### src/rtl/regfile_write_arbiter.sv
// Register file write-port arbiter: CPU writeback has priority, a single
// buffered debug write is granted on an idle cycle or by a forced one-cycle stall.
module regfile_write_arbiter #(
    parameter int unsigned MAX_WAIT = 8
) (
    input  logic        clock,
    input  logic        reset,
    input  logic        cpu_we,
    input  logic [4:0]  cpu_waddr,
    input  logic [31:0] cpu_wdata,
    output logic        cpu_stall,
    input  logic        dbg_req,
    input  logic [4:0]  dbg_waddr,
    input  logic [31:0] dbg_wdata,
    output logic        dbg_ack,
    output logic        dbg_pending,
    output logic        rf_we,
    output logic [4:0]  rf_waddr,
    output logic [31:0] rf_wdata
);

    localparam int unsigned AW = 5;
    localparam int unsigned DW = 32;
    localparam int unsigned CW = 8;
    localparam logic [CW-1:0] WAIT_LAST = CW'(MAX_WAIT - 1);

    typedef enum logic [1:0] {
        IDLE  = 2'd0,
        WAIT  = 2'd1,
        FORCE = 2'd2,
        ACK   = 2'd3
    } state_e;

    state_e          state_q, state_d;
    logic [CW-1:0]   wait_cnt_q, wait_cnt_d;
    logic [AW-1:0]   hold_addr_q, hold_addr_d;
    logic [DW-1:0]   hold_data_q, hold_data_d;
    logic            cpu_stall_q, dbg_ack_q, dbg_pending_q;

    logic            sel_dbg;
    logic            src_we;
    logic [AW-1:0]   src_addr;

    // Next-state, holding buffer and wait counter
    always_comb begin
        state_d     = state_q;
        wait_cnt_d  = wait_cnt_q;
        hold_addr_d = hold_addr_q;
        hold_data_d = hold_data_q;
        unique case (state_q)
            IDLE: begin
                if (dbg_req) begin
                    hold_addr_d = dbg_waddr;
                    hold_data_d = dbg_wdata;
                    wait_cnt_d  = '0;
                    state_d     = WAIT;
                end
            end
            WAIT: begin
                if (!cpu_we) begin
                    state_d = ACK;
                end else begin
                    wait_cnt_d = wait_cnt_q + CW'(1);
                    if (wait_cnt_q == WAIT_LAST) begin
                        state_d = FORCE;
                    end
                end
            end
            FORCE:   state_d = ACK;
            ACK:     state_d = IDLE;
            default: state_d = IDLE;
        endcase
    end

    // State, buffer and Moore output registers
    always_ff @(posedge clock or negedge reset) begin
        if (!reset) begin
            state_q       <= IDLE;
            wait_cnt_q    <= '0;
            hold_addr_q   <= '0;
            hold_data_q   <= '0;
            cpu_stall_q   <= 1'b0;
            dbg_ack_q     <= 1'b0;
            dbg_pending_q <= 1'b0;
        end else begin
            state_q       <= state_d;
            wait_cnt_q    <= wait_cnt_d;
            hold_addr_q   <= hold_addr_d;
            hold_data_q   <= hold_data_d;
            cpu_stall_q   <= (state_d == FORCE);
            dbg_ack_q     <= (state_d == ACK);
            dbg_pending_q <= (state_d == WAIT) || (state_d == FORCE);
        end
    end

    // Write-port mux; $0 writes suppressed, port held off during reset
    always_comb begin
        sel_dbg  = (state_q == FORCE) || ((state_q == WAIT) && !cpu_we);
        src_we   = sel_dbg ? 1'b1 : cpu_we;
        src_addr = sel_dbg ? hold_addr_q : cpu_waddr;
        rf_we    = src_we && (src_addr != '0) && reset;
        rf_waddr = (rf_we && sel_dbg) ? hold_addr_q : cpu_waddr;
        rf_wdata = (rf_we && sel_dbg) ? hold_data_q : cpu_wdata;
    end

    assign cpu_stall   = cpu_stall_q;
    assign dbg_ack     = dbg_ack_q;
    assign dbg_pending = dbg_pending_q;

endmodule

### config.mk
export PLATFORM = sky130hd
export DESIGN_NAME = regfile_write_arbiter
export DESIGN_NICKNAME = d
export VERILOG_FILES = /design/src/rtl/regfile_write_arbiter.sv
export SDC_FILE = /design/constraint.sdc
export NUM_CORES = 1
export LEC_CHECK = 0
export BUFFER_PORTS_ARGS = -buffer_cell sky130_fd_sc_hd__buf_2
export CORE_MARGIN = 2
export CORE_UTILIZATION = 23
export DETAILED_ROUTE_END_ITERATION = 6
export PLACE_DENSITY = 0.55
export SYNTH_ARGS = -nofsm -noshare
export SYNTH_HDL_FRONTEND = slang
export SYNTH_SLANG_ARGS = --single-unit
### constraint.sdc
create_clock -name clock -period 2.1 [get_ports clock]
set_clock_uncertainty 0.2 [all_clocks]
set_input_delay 0.21 -clock clock [delete_from_list [all_inputs] [get_ports clock]]
set_output_delay 0.21 -clock clock [all_outputs]
set_load 0.01 [all_outputs]
* After elaboration in Yosys (flattened, before gate mapping)
Cells that the tools add are included.
** Storage, ports and cells
- Bits in registers :: 50
- Word-level logic and storage cells :: 40
- Bits of input ports :: 78
- Output and inout bits :: 41
** Cells by class
- Eq/ne operators :: 9
- Add/sub/neg operators :: 1
- Muxes and demuxes :: 11
- Reductions and logical operators :: 12
** Operator list (number)
- $mux W32 :: 1
- $mux W8 :: 2
- $pmux W8 S2 :: 1
- $mux W5 :: 2
- $add A8 B1 Y8 const B :: 1
- $eq A2 B2 Y1 const B :: 4
- $eq A8 B3 Y1 const B :: 1
- $pmux W2 S4 :: 1
- $mux W2 :: 3
- $reduce_bool A5 Y1 :: 1
- $eq A2 B1 Y1 const B :: 2
- $logic_and A1 B1 Y1 :: 4
- $ne A2 B2 Y1 const B :: 2
- $reduce_and A3 Y1 :: 1
- $logic_not A2 Y1 :: 1
- $logic_or A1 B1 Y1 :: 2
- $reduce_and A2 Y1 :: 1
- $reduce_bool A2 Y1 :: 1
- $logic_not A1 Y1 :: 1
- $mux W1 :: 1

* Logic depth before layout (Yosys ltp)
- Depth in word-level cells :: 9
- Gate-level depth with buffers :: 7
- Gate-level depth less buffers :: 7

* Least setup slack after synthesis
No wires, ideal clock.
- Path kind :: register to output
- From :: register hold_addr_q[1]
- To :: output rf_wdata[12]
- Required time :: 1690 ps
- Slack :: 6 ps
- Arrival :: 1684 ps
- Buffers on the path :: 2
- Cell stages (with the launch flop) :: 6
- Cell sequence :: dfrtp_1 > or4_1 > o211a_1 > buf_6 > buf_6 > mux2_4
** Between the ends
- Word-level cells in the longest chain between the ends :: 6
** RTL lines
- from (decl) :: RTL line 36 : logic [AW-1:0] hold_addr_q, hold_addr_d;
- from (signal assigned) :: RTL line 88 : hold_addr_q <= hold_addr_d;
- $mux W5 :: RTL line 100 : src_addr = sel_dbg ? hold_addr_q : cpu_waddr;
- $reduce_bool A5 Y1 :: RTL line 101 : rf_we = src_we && (src_addr != '0) && reset;
- $logic_and A1 B1 Y1 (2 in series) :: RTL line 101
- $logic_and A1 B1 Y1 :: RTL line 103 : rf_wdata = (rf_we && sel_dbg) ? hold_data_q : cpu_wdata;
- $mux W32 :: RTL line 103
- to (decl) :: RTL line 19 : output logic [31:0] rf_wdata
Every way passes these cells.

* Final worst setup path
- From :: register hold_addr_q[1]
- To :: output rf_wdata[30]
The elaborated chain is that of the path after synthesis.

==> impl_metrics.py <==
metrics = {
    "status": {
        "status": "finished, violations left",
        "violations": "negative setup slack",
    },
    "drt": {
        "vias_per_cell": 4.26,
        "final_antenna_net_count": 0,
        "drt_iter0_drc": 37,
        "route.met3.wl_um": 309,
        "drt_first_pass_iters": 4,
        "wirelength_mm": 6.86,
        "vias": 2148,
        "wl_met1_mm": 2.84,
        "remaining_drc_errors": 0,
        "wl_per_cell_um": 13.6,
        "met2_length_mm": 3.64,
        "top_layer_used": "met4",
    },
    "synthesis": {
        "syn_area_sq_um": 2600,
        "ys_ff_latch": 50,
        "ys_types": 31,
        "netlist_top_cells_area": "dfrtp_1, mux2_2, mux2_4",
        "ys_async_sr_fraction": 1.00,
        "syn_inst": 191,
        "synth_top_area_share": 0.482,
        "synth_edf_count": 0,
        "yosys.area.top_type": "dfrtp_1",
        "ys_seq_area_frac": 0.482,
        "ys_warn_count": 0,
        "avgSynthCellArea_sq_um": 13.6,
        "ys.flop_type": "dfrtp_1",
        "syn-num-nets": 272,
    },
    "sta": {
        "setup_viol": 38,
        "hold_slack_ns": 0.163,
        "fin_crit_sh": 1.19,
        "fin_crit_ns": 2.50,
        "rsz0062_at_grt": "yes",
        "tightest_slew_ns": 0.656,
        "layout_setup_ws_ns": -0.398,
        "fmax_mhz": 400,
        "drv_slew": 0,
        "hold_viol": 0,
        "relSlewSlack": 0.562,
    },
    "clock_network": {
        "htree_levels": 2,
        "cts_tree": "yes",
        "cts_buffers": 5,
        "clockBufferDepth": 2,
        "clock_sinks": 50,
        "cts-root-buf": "clkbuf_16",
        "clk_pin_slew_worst_paths_ns": 0.07,
        "clkLatencyLatePin_ns": 0.29,
    },
    "placement": {
        "dp_hpwl_mm": 4.43,
        "place_congestion": 0.743,
        "placed_area_sq_um": 3440,
        "port_buffers": 118,
    },
    "worst_hold_path": {
        "hold_class": "input port to register",
        "hold_path_depth": 3,
        "holdPathEnd": "wait_cnt_q[1]$_DFFE_PN0P_",
        "min-delay-start": "dbg_req",
    },
    "worst_setup_path": {
        "cp.required_ns": 1.69,
        "r2r-start": "wait_cnt_q[4]$_DFFE_PN0P_",
        "critPathMaxStageDelay_ns": 0.53,
        "rr_endpoint": "dbg_pending$_DFF_PN0_",
        "path_class": "register to output pin",
        "cp-start-kind": "register",
        "cp.arrival_ns": 2.09,
        "cpMaxStageDelayCell": "or4_4",
        "path_cells": "or4_4, o211a_4, clkbuf_16, mux2_4, buf_6",
        "reg2reg_depth": 6,
        "rrSetupSlack_ns": 0.04,
        "end_kind": "output pin",
        "worst-path-max-fanout": 13,
    },
    "power_and_ir_drop": {
        "p_per_area_nw_per_um2": 1140,
        "irDropWorstVdd_uv": 442,
        "p_leak_nw": 1.99,
    },
    "global_routing": {
        "grt_max_degree": 51,
        "antenna_found_initial": 0,
        "grt_usage": 0.110,
        "grt_pass1_wl_mm": 10.5,
        "gr-total-overflow": 0,
        "first_global_vias": 2268,
    },
    "cells_and_area": {
        "final_common_cell": "buf_2",
        "antenna_cells": 0,
        "finalNetCount": 444,
        "syn2layout_area_growth_pct": 64.2,
        "drive_gt1_frac": 0.626,
        "final_cell_mix": "buf_2, mux2_2, dfrtp_1",
        "design_area_sq_um": 4260,
        "fillers": 1062,
    },
    "die": {
        "die_x_um": 110,
        "die-area_sq_um": 12200,
        "num_io_pins": 119,
        "start_util": 0.238,
        "die_height_um": 110,
        "rows": 38,
        "coreArea_sq_um": 10900,
    },
    "job": {
        "cap_violations": 0,
    },
}
[worst max-delay path by stage]
stage                          startpoint           end  slack, ns  cells past startpoint
3_5_place_dp   hold_addr_q[1]$_DFFE_PN0P_  rf_wdata[18]      -0.11                      5
3_3_place_gp   hold_addr_q[1]$_DFFE_PN0P_   rf_wdata[7]      -0.08                      5
2_1_floorplan  hold_addr_q[1]$_DFFE_PN0P_  rf_wdata[12]      0.006                      5
6_report       hold_addr_q[1]$_DFFE_PN0P_  rf_wdata[30]      -0.40                      5
4_1_cts        hold_addr_q[1]$_DFFE_PN0P_  rf_wdata[18]      -0.41                      5
5_1_grt        hold_addr_q[1]$_DFFE_PN0P_   rf_waddr[0]      -0.46                      5
[final cells by class]
type	count	area (sq um)	share of cell area
repair buffers	176	1340	0.314
multi-input cells	126	1320	0.309
flip-flops and latches	50	1250	0.293
well taps	140	175	0.0411
clock buffers	5	125	0.0293
clock inverters	3	40.0	0.00939
inverters	4	15.0	0.00352
[synthesized netlist by cell type, types with 3 or more instances]
library cell and count:
nand2b_1 3, mux2_2 55, ha_1 3, inv_1 4, buf_2 6, dfrtp_1 50
nor3_1 3, mux2_4 19, nor2_1 7, o21ai_0 3, xnor2_1 5, nand2_1 6
buf_6 3
[layer usage]
metal,track usage,vias up
met3,0.0282,7
met1,0.133,1059
met2,0.191,57
met5,0,-
met4,0.0357,0
li1,-,1025
[cell families (layout without fill, tap and decap cells)]
| family | after synthesis | in the layout | share of synthesized area |
|---|---|---|---|
| AOI/OAI and AO/OA | 12 | 12 | 0.0332 |
| xor gates and xnor gates | 5 | 5 | 0.0169 |
| adders and majority gates | 3 | 3 | 0.0145 |
| buffers and inverters | 15 | 188 | 0.0332 |
| DFF | 50 | 50 | 0.482 |
| muxes | 76 | 76 | 0.356 |
| and+or+nand+nor | 30 | 30 | 0.0645 |
[flip-flops by register name, indices dropped and copies added (netlist names)]
register	flops
cpu_stall	1
wait_cnt_q	8
dbg_ack	1
hold_addr_q	5
state_q	2
dbg_pending	1
hold_data_q	32
[critical path: cells and delay by family (launching register included)]
kind / cells / cell delay, ns
and+or+nand+nor: 1 / 0.53
muxes: 1 / 0.31
DFF: 1 / 0.38
buffers and inverters: 2 / 0.30
AOI/OAI and AO/OA: 1 / 0.27
[what timing repair did]
action | CTS | global route
endpoints found under the hold margin | 87 | 0
endpoints found under the setup margin | 38 | 40
resized for setup | 23 | 15
setup buffers | 0 | 3
cloned | 0 | 1
pin swaps | 0 | 6
hold buffers | 38 | 0
[where the power goes]
part / internal (mW) / switching, mW
logic: 1.38 / 0.876
clock network: 0.558 / 0.356
registers: 1.42 / 0.254
[per-stage QoR]
stage | std cells | setup WS, ns | TNS, ns | power (mW) | utilization
final | 504 | -0.398 | -14.09 | 4.84 | 0.390
after global routing | 504 | -0.464 | -16.59 | 5.17 | 0.390
after CTS | 500 | -0.405 | -14.29 | 4.72 | 0.378
after detailed placement | 454 | -0.109 | -3.37 | 3.56 | 0.315
after global placement | 454 | -0.0823 | -2.38 | 3.52 | 0.315
after floorplan | 191 | 0.00563 | 0 | 2.89 | -
Note: power is estimated with default switching activity, not from simulation.
